### config.mk
export PLATFORM = sky130hd
export DESIGN_NAME = alu_mdu_controller_flat
export DESIGN_NICKNAME = d
export VERILOG_FILES = /design/src/rtl/alu_mdu_controller_if.sv /design/src/rtl/alu_mdu_controller.sv /design/src/flat_wrapper.sv
export SDC_FILE = /design/constraint.sdc
export NUM_CORES = 1
export LEC_CHECK = 0
export CORE_MARGIN = 2
export CORE_UTILIZATION = 30
export CTS_CLUSTER_SIZE = 12
export DETAILED_ROUTE_END_ITERATION = 7
export SETUP_SLACK_MARGIN = 0.1
export SLEW_MARGIN = 20
export SYNTH_ARGS = -nofsm -noshare
export SYNTH_HDL_FRONTEND = slang
export SYNTH_SLANG_ARGS = --single-unit
### constraint.sdc
create_clock -name clk -period 4.2 [get_ports clk]
set_input_delay 0.84 -clock clk [delete_from_list [all_inputs] [get_ports clk]]
set_output_delay 0.84 -clock clk [all_outputs]
set_load 0.02 [all_outputs]
### src/rtl/alu_mdu_controller_if.sv
// Decode-to-MDU bus: operand/valid/flush toward the sequencer, stall and
// writeback result back toward the core.
interface alu_mdu_controller_if #(
  parameter int unsigned XLEN = 32
);
  logic            valid_i;
  logic            flush_i;
  logic [XLEN-1:0] rs1_i;
  logic [XLEN-1:0] rs2_i;
  logic            stall_o;
  logic [XLEN-1:0] result_o;
  logic            result_valid_o;

  modport master (
    output valid_i, flush_i, rs1_i, rs2_i,
    input  stall_o, result_o, result_valid_o
  );

  modport slave (
    input  valid_i, flush_i, rs1_i, rs2_i,
    output stall_o, result_o, result_valid_o
  );
endinterface

### src/rtl/alu_mdu_controller.sv
// RV32 ALU operation decode plus iterative RV32M multiply/divide sequencer.
// Define MDU_FAST_MUL_EN for a single-cycle multiplier (IDLE -> FIX -> DONE).
module alu_mdu_controller #(
  parameter int unsigned XLEN  = 32,
  parameter int unsigned CNT_W = 6
) (
  input  logic                 clk,
  input  logic                 rst_n,
  input  logic [1:0]           ALUOp,
  input  logic [6:0]           Funct7,
  input  logic [2:0]           Funct3,
  output logic [3:0]           Operation,
  output logic                 mdu_sel_o,
  alu_mdu_controller_if.slave  mdu
);

  localparam logic [3:0] OP_ADD  = 4'b0010;
  localparam logic [3:0] OP_SUB  = 4'b0110;
  localparam logic [3:0] OP_AND  = 4'b0000;
  localparam logic [3:0] OP_OR   = 4'b0001;
  localparam logic [3:0] OP_XOR  = 4'b1100;
  localparam logic [3:0] OP_SLT  = 4'b0111;
  localparam logic [3:0] OP_SLTU = 4'b1111;
  localparam logic [3:0] OP_SLL  = 4'b0011;
  localparam logic [3:0] OP_SRL  = 4'b1000;
  localparam logic [3:0] OP_SRA  = 4'b1010;

  localparam logic [1:0] S_IDLE = 2'd0;
  localparam logic [1:0] S_RUN  = 2'd1;
  localparam logic [1:0] S_FIX  = 2'd2;
  localparam logic [1:0] S_DONE = 2'd3;

  logic [1:0]        state;
  logic [CNT_W-1:0]  cnt;
  logic [2:0]        f3_q;
  logic              neg_a_q;
  logic              neg_prod_q;
  logic [XLEN-1:0]   a_mag_q;
  logic [XLEN-1:0]   b_mag_q;
  logic [2*XLEN-1:0] acc;
  logic [XLEN-1:0]   result_q;

  assign mdu_sel_o = (ALUOp == 2'b10) && (Funct7 == 7'b0000001);

  always_comb begin
    Operation = OP_ADD;
    if (!mdu_sel_o) begin
      case (ALUOp)
        2'b00: Operation = OP_ADD;
        2'b01: Operation = OP_SUB;
        default: begin
          case (Funct3)
            3'b000:  Operation = (ALUOp == 2'b10 && Funct7[5]) ? OP_SUB : OP_ADD;
            3'b001:  Operation = OP_SLL;
            3'b010:  Operation = OP_SLT;
            3'b011:  Operation = OP_SLTU;
            3'b100:  Operation = OP_XOR;
            3'b101:  Operation = Funct7[5] ? OP_SRA : OP_SRL;
            3'b110:  Operation = OP_OR;
            default: Operation = OP_AND;
          endcase
        end
      endcase
    end
  end

  logic            is_div, a_signed, b_signed, neg_a, neg_b;
  logic [XLEN-1:0] a_mag, b_mag, special_res;
  logic            div_zero, div_ovf, accept;

  always_comb begin
    is_div      = Funct3[2];
    a_signed    = is_div ? !Funct3[0] : (Funct3 != 3'b011);
    b_signed    = is_div ? !Funct3[0] : !Funct3[1];
    neg_a       = a_signed && mdu.rs1_i[XLEN-1];
    neg_b       = b_signed && mdu.rs2_i[XLEN-1];
    a_mag       = neg_a ? -mdu.rs1_i : mdu.rs1_i;
    b_mag       = neg_b ? -mdu.rs2_i : mdu.rs2_i;
    div_zero    = is_div && (mdu.rs2_i == '0);
    div_ovf     = is_div && !Funct3[0] && (mdu.rs2_i == '1) &&
                  (mdu.rs1_i == {1'b1, {(XLEN-1){1'b0}}});
    // Funct3[1] distinguishes REM/REMU from DIV/DIVU
    if (div_zero) special_res = Funct3[1] ? mdu.rs1_i : '1;
    else          special_res = Funct3[1] ? '0 : mdu.rs1_i;
    accept      = (state == S_IDLE) && mdu.valid_i && mdu_sel_o && !mdu.flush_i;
  end

`ifdef MDU_FAST_MUL_EN
  logic signed [2*XLEN-1:0] fa, fb, fprod;
  always_comb begin
    fa    = {{XLEN{a_signed && mdu.rs1_i[XLEN-1]}}, mdu.rs1_i};
    fb    = {{XLEN{b_signed && mdu.rs2_i[XLEN-1]}}, mdu.rs2_i};
    fprod = fa * fb;
  end
`endif

  // acc holds {partial product, multiplier} for mul and {remainder, quotient} for div
  logic [XLEN:0]     mul_sum, div_shift, div_diff;
  logic [2*XLEN-1:0] mul_next, div_next, prod_fix;
  logic [XLEN-1:0]   quot, remv, fix_res;

  always_comb begin
    mul_sum   = {1'b0, acc[2*XLEN-1:XLEN]} + {1'b0, (acc[0] ? a_mag_q : '0)};
    mul_next  = {mul_sum, acc[XLEN-1:1]};
    div_shift = {acc[2*XLEN-1:XLEN], acc[XLEN-1]};
    div_diff  = div_shift - {1'b0, b_mag_q};
    div_next  = div_diff[XLEN] ? {div_shift[XLEN-1:0], acc[XLEN-2:0], 1'b0}
                               : {div_diff[XLEN-1:0],  acc[XLEN-2:0], 1'b1};
    prod_fix  = neg_prod_q ? -acc : acc;
    quot      = neg_prod_q ? -acc[XLEN-1:0] : acc[XLEN-1:0];
    remv      = neg_a_q ? -acc[2*XLEN-1:XLEN] : acc[2*XLEN-1:XLEN];
    if (f3_q[2])             fix_res = f3_q[1] ? remv : quot;
    else if (f3_q[1:0] == 0) fix_res = prod_fix[XLEN-1:0];
    else                     fix_res = prod_fix[2*XLEN-1:XLEN];
  end

  always_ff @(posedge clk or negedge rst_n) begin
    if (!rst_n) begin
      state      <= S_IDLE;
      cnt        <= '0;
      f3_q       <= '0;
      neg_a_q    <= 1'b0;
      neg_prod_q <= 1'b0;
      a_mag_q    <= '0;
      b_mag_q    <= '0;
      acc        <= '0;
      result_q   <= '0;
    end else if (mdu.flush_i) begin
      state <= S_IDLE;
      cnt   <= '0;
    end else begin
      case (state)
        S_IDLE: begin
          if (accept) begin
            f3_q       <= Funct3;
            neg_a_q    <= neg_a;
            neg_prod_q <= neg_a ^ neg_b;
            a_mag_q    <= a_mag;
            b_mag_q    <= b_mag;
            if (div_zero || div_ovf) begin
              result_q <= special_res;
              state    <= S_DONE;
            end
`ifdef MDU_FAST_MUL_EN
            else if (!is_div) begin
              // product is already signed-correct; skip negation in FIX
              acc        <= fprod;
              neg_prod_q <= 1'b0;
              state      <= S_FIX;
            end
`endif
            else begin
              acc   <= {{XLEN{1'b0}}, (is_div ? a_mag : b_mag)};
              cnt   <= CNT_W'(XLEN - 1);
              state <= S_RUN;
            end
          end
        end
        S_RUN: begin
          acc <= f3_q[2] ? div_next : mul_next;
          if (cnt == '0) state <= S_FIX;
          else           cnt   <= cnt - 1'b1;
        end
        S_FIX: begin
          result_q <= fix_res;
          state    <= S_DONE;
        end
        default: state <= S_IDLE;
      endcase
    end
  end

  assign mdu.stall_o        = accept || (state != S_IDLE);
  assign mdu.result_valid_o = (state == S_DONE);
  assign mdu.result_o       = result_q;

endmodule

### src/flat_wrapper.sv
// flat-port wrapper written by rule: the top's interface ports become plain ports
module alu_mdu_controller_flat 
#(
  parameter int unsigned XLEN  = 32,
  parameter int unsigned CNT_W = 6
)
  (clk, rst_n, ALUOp, Funct7, Funct3, Operation, mdu_sel_o, mdu_valid_i, mdu_flush_i, mdu_rs1_i, mdu_rs2_i, mdu_stall_o, mdu_result_o, mdu_result_valid_o);
  alu_mdu_controller_if #(.XLEN(XLEN)) mdu_i ();
  input  logic clk;
  input  logic rst_n;
  input  logic [1:0] ALUOp;
  input  logic [6:0] Funct7;
  input  logic [2:0] Funct3;
  output logic [3:0] Operation;
  output logic mdu_sel_o;
  input wire logic [$bits(mdu_i.valid_i)-1:0] mdu_valid_i;
  input wire logic [$bits(mdu_i.flush_i)-1:0] mdu_flush_i;
  input wire logic [$bits(mdu_i.rs1_i)-1:0] mdu_rs1_i;
  input wire logic [$bits(mdu_i.rs2_i)-1:0] mdu_rs2_i;
  output wire logic [$bits(mdu_i.stall_o)-1:0] mdu_stall_o;
  output wire logic [$bits(mdu_i.result_o)-1:0] mdu_result_o;
  output wire logic [$bits(mdu_i.result_valid_o)-1:0] mdu_result_valid_o;
  assign mdu_i.valid_i = mdu_valid_i;
  assign mdu_i.flush_i = mdu_flush_i;
  assign mdu_i.rs1_i = mdu_rs1_i;
  assign mdu_i.rs2_i = mdu_rs2_i;
  assign mdu_stall_o = mdu_i.stall_o;
  assign mdu_result_o = mdu_i.result_o;
  assign mdu_result_valid_o = mdu_i.result_valid_o;
  alu_mdu_controller #(.XLEN(XLEN), .CNT_W(CNT_W)) u_core (.clk(clk), .rst_n(rst_n), .ALUOp(ALUOp), .Funct7(Funct7), .Funct3(Funct3), .Operation(Operation), .mdu_sel_o(mdu_sel_o), .mdu(mdu_i));
endmodule
==> run_results.csv, run 1 <==
group,metric,value,unit
worst_setup_path,crit_path_cell_trace,"clkdlybuf4s50_1 > nor3b_1 > and4b_1 > and2_1 > nand2_1 > or2_4 > nand2_1 > clkdlybuf4s50_1",
cts,cts-buffers-inserted,17,
cells_and_area,layout-drive-gt1-share,0.0983,
timing,finalWorstSetupSlack,0.232,ns
cells_and_area,finish.instance_area,19200,µm²
placed_design,dpl.hpwl,48.6,mm
floorplanning,rows,85,
timing,clock-skew-final,0.0162,ns
cells_and_area,fillers,5639,
cells_and_area,utilization,0.359,
drt,drc,0,
cts,clkTransAtPathRegs,0.06,ns
timing,hold_viol_final,0,
cts,insertion_delay,0.47,ns
flow_run,max_cap_violations,0,
global_routing,track_usage,0.217,
yosys,synth.avg_cell_area,7.72,µm²
drt,wl_per_cell,20.9,µm
cells_and_area,multiInputGateArea,11000,µm²
floorplanning,die-height,236,µm
pwr,fin_total_pwr,7.13,mW
yosys,ys_types,87,
pwr,peakVddDrop,365,µV
yosys,ys_ff_latch,173,
pwr,seqPwrFrac,0.340,
yosys,yosysTopAreaCellShare,0.267,
yosys,synth_commonest_cells,"nand2_1 (245), a21oi_1 (206), o21ai_0 (202)",
global_routing,grt_first_pass_wirelength,94.0,mm
worst_setup_path,cp_slowest_cell,"clkdlybuf4s50_1",
worst_setup_path,crit_arrival,3.13,ns
worst_setup_path,slowest_delay,0.64,ns
floorplanning,die-area,55800,µm²
placed_design,place_congestion,0.964,
drt,drtPass1Iterations,5,
timing,hold_ws,0.376,ns
worst_setup_path,required,3.36,ns
cts,htree_levels,4,
yosys,synth-edff-count,0,
cts,cts_buffer_depth,2,
min_path,hp-class,"in -> async",
timing,slew_violations,0,
pwr,internal_power,4.13,mW
floorplanning,boundaryPins,119,
global_routing,antenna_found_initial,0,
global_routing,grt_max_degree,83,
outcome,status,"finished clean",
floorplanning,core_area,53600,µm²
cts,cts_root_buf,"clkbuf_16",
global_routing,grt-ovfl-total,0,
drt,wl,61.0,mm
yosys,synth_flop_cell,"dfrtp_1",
worst_setup_path,startpoint_type,"input port",
placed_design,dp_slack,0.138,ns
yosys,syn_nets,2254,
timing,rsz0062_at_grt,"no",
drt,vias,16400,
global_routing,grt_pass1_vias,15800,
yosys,yosysMostFrequentCell,"nand2_1",
timing,tns,0,ns
floorplanning,die_w,236,µm
yosys,syn_area,16200,µm²
yosys,synth_warnings,0,
yosys,syn_inst,2097,
yosys,yosysTopAreaCell,"dfrtp_1",
cts,hold_buffers,0,
drt,drtAntennaViolNets,0,
worst_setup_path,worst-path-max-fanout,5,
timing,finalSetupViolations,0,
yosys,ys_seq_area_frac,0.267,
timing,final.period_utilization,0.945,
drt,viasPerCell,5.63,
pwr,switchingPower,3.00,mW
drt,drt_iter0_drc,1384,
pwr,p_per_area,371,nW/µm²
placed_design,port_buffers,118,
pwr,pwr-share-comb,0.424,
yosys,ys_async_sr_fraction,1.00,
cts,tritoncts,"yes",
timing,period_minus_slack,3.97,ns
cells_and_area,syn_to_final_growth,18.8,%
pwr,p_leak,8.14,nW
cts,cts_sinks,173,
cells_and_area,nets,2362,
cells_and_area,register_area,4330,µm²
cts,cts_resized,0,
floorplanning,floorplan.initialDensity,0.302,
placed_design,post_dp_cell_area,18600,µm²
worst_setup_path,critPathKind,"in -> out",
pwr,clockPowerShare,0.236,
cells_and_area,fin_cells,2915,
yosys,yosys-top-cells-area,"dfrtp_1 (27%), a21oi_1 (6.4%), o21ai_0 (6.2%), ha_1 (5.8%), nand2_1 (5.7%)",
worst_setup_path,cp-end-kind,"output pin",
timing,clock.fmax,252,MHz
placed_design,dp_cells,2882,
timing,worstMarginPinSlew,0.977,ns
timing,relSlewSlack,0.346,
cts,postCtsSetupBuffers,0,
pwr,swShare,0.421,
-- final timing paths --
path                                                start                                  end  slack, ns  cells after the start
setup / recovery                                 ALUOp[1]                          mdu_stall_o       0.23                      8
hold / removal                                      rst_n  u_core.mdu.result_o[20]$_DFFE_PN0P_       0.38                      1
setup reg to reg               u_core.acc[31]$_DFFE_PN0P_           u_core.acc[62]$_DFFE_PN0P_       0.43                     13
hold reg to reg            u_core.a_mag_q[13]$_DFFE_PN0P_       u_core.a_mag_q[13]$_DFFE_PN0P_       0.48                      2
max in group asynchronous                           rst_n           u_core.f3_q[2]$_DFFE_PN0P_       2.85                      2
min in group clk           u_core.a_mag_q[13]$_DFFE_PN0P_       u_core.a_mag_q[13]$_DFFE_PN0P_       0.48                      2
-- layout by cell type, fill, tap and decap left out, types with 7 or more instances in the layout --
cell,count
clkbuf_16,17
nand3_1,39
nand4_1,21
o31ai_1,45
nand2b_1,22
o21bai_1,8
and3_1,12
buf_12,8
o21a_1,7
mux2i_1,36
o211ai_1,14
a21oi_1,206
xor2_1,101
or3_1,17
mux2_2,20
a211oi_1,32
or4_1,18
ha_1,74
nor2_1,162
and2_1,44
buf_4,111
a21o_1,26
o21ai_0,202
o41ai_1,11
a22oi_1,16
xnor2_1,95
o221ai_1,31
inv_1,73
nor3_1,22
dfrtp_1,171
clkdlybuf4s50_1,116
a31oi_1,18
or2_2,16
nor2b_1,7
nor4_1,17
nand2_1,245
-- metal layers --
layer,vias to the layer above,track usage,part of all wire
met3,101,0.0302,0.054
met2,548,0.353,0.46
li1,7788,-,-
met1,7962,0.293,0.45
met5,-,0,0
met4,0,0.0763,0.032
-- power groups by stage --
stage / Sequential [mW] / Combinational (mW) / Clock [mW]
2_1_floorplan: 2.46 / 1.67 / 0
3_3_place_gp: 2.44 / 2.96 / 0
3_5_place_dp: 2.45 / 2.99 / 0
4_1_cts: 2.42 / 3.00 / 1.71
5_1_grt: 2.48 / 3.29 / 1.78
6_report: 2.43 / 3.02 / 1.68
-- worst max-delay path: cells and delay by family --
kind	cells	cell delay, ns
buf+inv	2	1.14
simple gates	6	1.14
-- final cells by class --
class                   instances  share of cell area
diodes                          1            0.000130
clock buffers                  20              0.0237
clock inverters                12             0.00715
inverters                      73              0.0142
multi-input cells            1703               0.571
flip-flops and latches        173               0.225
well taps                     696              0.0453
repair buffers                237               0.113
-- state kept, by name, indices dropped and copies added (netlist names), 2 cells and up --
signal / flops
u_core.acc: 64
u_core.a_mag_q: 32
u_core.b_mag_q: 32
u_core.mdu.result_o: 32
u_core.cnt: 6
u_core.f3_q: 3
u_core.state: 2
-- cell families after synthesis --
| kind of cell | share of synthesized area |
|---|---|
| buffers and inverters | 0.0549 |
| muxes | 0.0362 |
| AOI/OAI and AO/OA | 0.268 |
| xor gates and xnor gates | 0.106 |
| DFF | 0.267 |
| and+or+nand+nor | 0.207 |
| adders and majority gates | 0.0611 |
Note: power is estimated with default switching activity, not from simulation.
==> inputs of run 2 (changes only) <==
--- a/config.mk
+++ b/config.mk
@@ -5,6 +5,7 @@
 export SDC_FILE = /design/constraint.sdc
 export NUM_CORES = 1
 export LEC_CHECK = 0
+export ABC_CLOCK_PERIOD_IN_PS = 4200
 export CORE_MARGIN = 2
 export CORE_UTILIZATION = 30
 export CTS_CLUSTER_SIZE = 12
==> results of run 2 <==
Final layout, timing and power as in run 1 (identical DEF).
==> inputs of run 3 (changes only) <==
--- a/config.mk
+++ b/config.mk
@@ -5,7 +5,7 @@
 export SDC_FILE = /design/constraint.sdc
 export NUM_CORES = 1
 export LEC_CHECK = 0
-export ABC_CLOCK_PERIOD_IN_PS = 4200
+export ABC_CLOCK_PERIOD_IN_PS = 4700
 export CORE_MARGIN = 2
 export CORE_UTILIZATION = 30
 export CTS_CLUSTER_SIZE = 12
==> constraint.sdc (replaced) <==
create_clock -name clk -period 4.7 [get_ports clk]
set_input_delay 0.94 -clock clk [delete_from_list [all_inputs] [get_ports clk]]
set_output_delay 0.94 -clock clk [all_outputs]
set_load 0.02 [all_outputs]
==> run 3 against run 2 <==
Wire length grew 3.5%. Worst setup slack gained 0.32 ns. First-iteration DRC count grew 11%. Clock power shrank 17%. Global-route usage grew 0.53 points. Register-to-register slack gained 0.31 ns. Sequential power shrank 9.9%. Highest routed layer unchanged.
==> run_results.csv, run 3 (synthesis gave the netlist of run 1 again) <==
group,metric,value,unit
cts,insertion_delay,0.46,ns
cts,cts_resized,0,
drt,drtPass1Iterations,5,
timing,slew_violations,0,
worst_setup_path,startpoint_type,"input port",
global_routing,grt_first_pass_wirelength,95.9,mm
drt,drt_iter0_drc,1536,
cells_and_area,largest_reg_flops,64,
cts,cts_sinks,173,
global_routing,antenna_found_initial,1,
floorplanning,floorplan.initialDensity,0.302,
worst_setup_path,worst-path-max-fanout,8,
pwr,peakVddDrop,311,µV
placed_design,dp_cells,2853,
drt,vias,16400,
floorplanning,die-height,236,µm
cts,tritoncts,"yes",
cells_and_area,final_common_cell,"nand2_1",
global_routing,grt_max_degree,96,
cts,cts_root_buf,"clkbuf_16",
cells_and_area,diodes,0,
floorplanning,core_area,53600,µm²
floorplanning,die_w,236,µm
flow_run,max_cap_violations,0,
timing,relSlewSlack,0.311,
drt,wl,63.2,mm
timing,worstMarginPinSlew,1.03,ns
cells_and_area,layout_common_cells,"nand2_1 (245), a21oi_1 (206), o21ai_0 (202)",
placed_design,dpl.hpwl,49.8,mm
worst_setup_path,r2r_slack,0.74,ns
cells_and_area,layout-drive-gt1-share,0.0868,
placed_design,port_buffers,118,
min_path,hp-class,"reg -> reg",
cts,hold_buffers,0,
timing,rsz0062_at_grt,"no",
worst_setup_path,cp-end-kind,"output pin",
floorplanning,boundaryPins,119,
timing,hold_ws,0.480,ns
drt,drc,0,
global_routing,track_usage,0.222,
floorplanning,rows,85,
timing,period_minus_slack,4.15,ns
worst_setup_path,cp_slowest_cell,"clkdlybuf4s50_1",
pwr,p_per_area,332,nW/µm²
placed_design,place_congestion,0.977,
cts,htree_levels,4,
cells_and_area,syn_to_final_growth,16.9,%
worst_setup_path,rr_worst_depth,11,
worst_setup_path,r2r-start,"u_core.acc[58]$_DFFE_PN0P_",
cells_and_area,nets,2333,
floorplanning,die-area,55800,µm²
worst_setup_path,r2r_end,"u_core.acc[59]$_DFFE_PN0P_",
worst_setup_path,crit_path_start,"ALUOp[1]",
global_routing,grt_pass1_vias,15800,
worst_setup_path,critPathKind,"in -> out",
timing,finalSetupViolations,0,
worst_setup_path,required,3.76,ns
worst_setup_path,crit_path_cell_trace,"clkdlybuf4s50_1 > nor3b_1 > and4b_1 > and2_1 > nand2_1 > or2_4 > nand2_1 > clkdlybuf4s50_1",
timing,clock.fmax,241,MHz
worst_setup_path,crit_arrival,3.21,ns
worst_setup_path,crit_end,"mdu_stall_o",
timing,hold_viol_final,0,
drt,viasPerCell,5.69,
cts,clkTransAtPathRegs,0.07,ns
timing,clock-skew-final,0.0119,ns
drt,drtAntennaViolNets,0,
cells_and_area,regMostFlops,"u_core.acc",
global_routing,grt-ovfl-total,0,
drt,wl_per_cell,21.9,µm
cells_and_area,fin_cells,2885,
outcome,status,"finished clean",
cts,cts_buffer_depth,2,
cts,postCtsSetupBuffers,0,
pwr,p_leak,7.96,nW
timing,tns,0,ns
worst_setup_path,slowest_delay,0.63,ns
timing,final.period_utilization,0.883,
cts,cts-buffers-inserted,17,
==> run 3: changes by cell type in the layout (fill, tap and decap cells not counted), sizes merged <==
| cell | before | now |
|---|---|---|
| buf | 121 | 92 |
| bufinv | 2 | 0 |
| clkinv | 4 | 6 |
| clkinvlp | 4 | 5 |
| diode | 1 | 0 |
| inv | 75 | 74 |
==> run 3: power breakdown <==
part / internal (mW) / switching, mW
Combinational: 1.06 / 1.64
Clock: 0.707 / 0.686
Sequential: 1.78 / 0.415
Total: 3.55 / 2.74
==> run 3: layer usage <==
metal	vias up	wire (µm)	part of all wire	track usage
met4	0	2250	0.036	0.0798
met5	-	0	0	0
met1	7970	28200	0.45	0.301
met2	608	28900	0.46	0.358
met3	122	3790	0.060	0.0334
li1	7722	-	-	-
==> run 3: area by class of cell <==
class                      instances  area, µm²
sequential                       173       4330
multi-input combinational       1703      11000
inverter                          73        274
fill                            5659      34700
timing repair buffer             208       1900
tap                              696        871
clock buffer                      20        457
clock inverter                    12       90.1
==> run 3: worst min path at each step <==
stage,from,end,slack [ns],depth (start not counted)
after global routing,u_core.a_mag_q[6]$_DFFE_PN0P_,u_core.a_mag_q[6]$_DFFE_PN0P_,0.50,2
after floorplan,u_core.a_mag_q[0]$_DFFE_PN0P_,u_core.a_mag_q[0]$_DFFE_PN0P_,0.44,2
final,u_core.mdu.result_o[27]$_DFFE_PN0P_,u_core.mdu.result_o[27]$_DFFE_PN0P_,0.48,2
after global placement,u_core.a_mag_q[21]$_DFFE_PN0P_,u_core.a_mag_q[21]$_DFFE_PN0P_,0.46,2
after detailed placement,u_core.a_mag_q[9]$_DFFE_PN0P_,u_core.a_mag_q[9]$_DFFE_PN0P_,0.46,2
after CTS,u_core.a_mag_q[9]$_DFFE_PN0P_,u_core.a_mag_q[9]$_DFFE_PN0P_,0.48,2
==> run 3: critical path: cells and delay by family <==
family | cells | cell delay (ns)
buf+inv | 2 | 1.14
simple gates | 6 | 1.13
==> run 3: through the flow <==
stage | total power [mW] | area [µm²] | setup slack [ns] | utilization
floorplan | 3.69 | 16200 | 0.872 | -
global placement | 4.85 | 18400 | 0.474 | 0.343
detailed placement | 4.88 | 18400 | 0.428 | 0.343
CTS | 6.27 | 18900 | 0.540 | 0.353
global route | 6.62 | 18900 | 0.379 | 0.353
finish | 6.29 | 18900 | 0.551 | 0.353
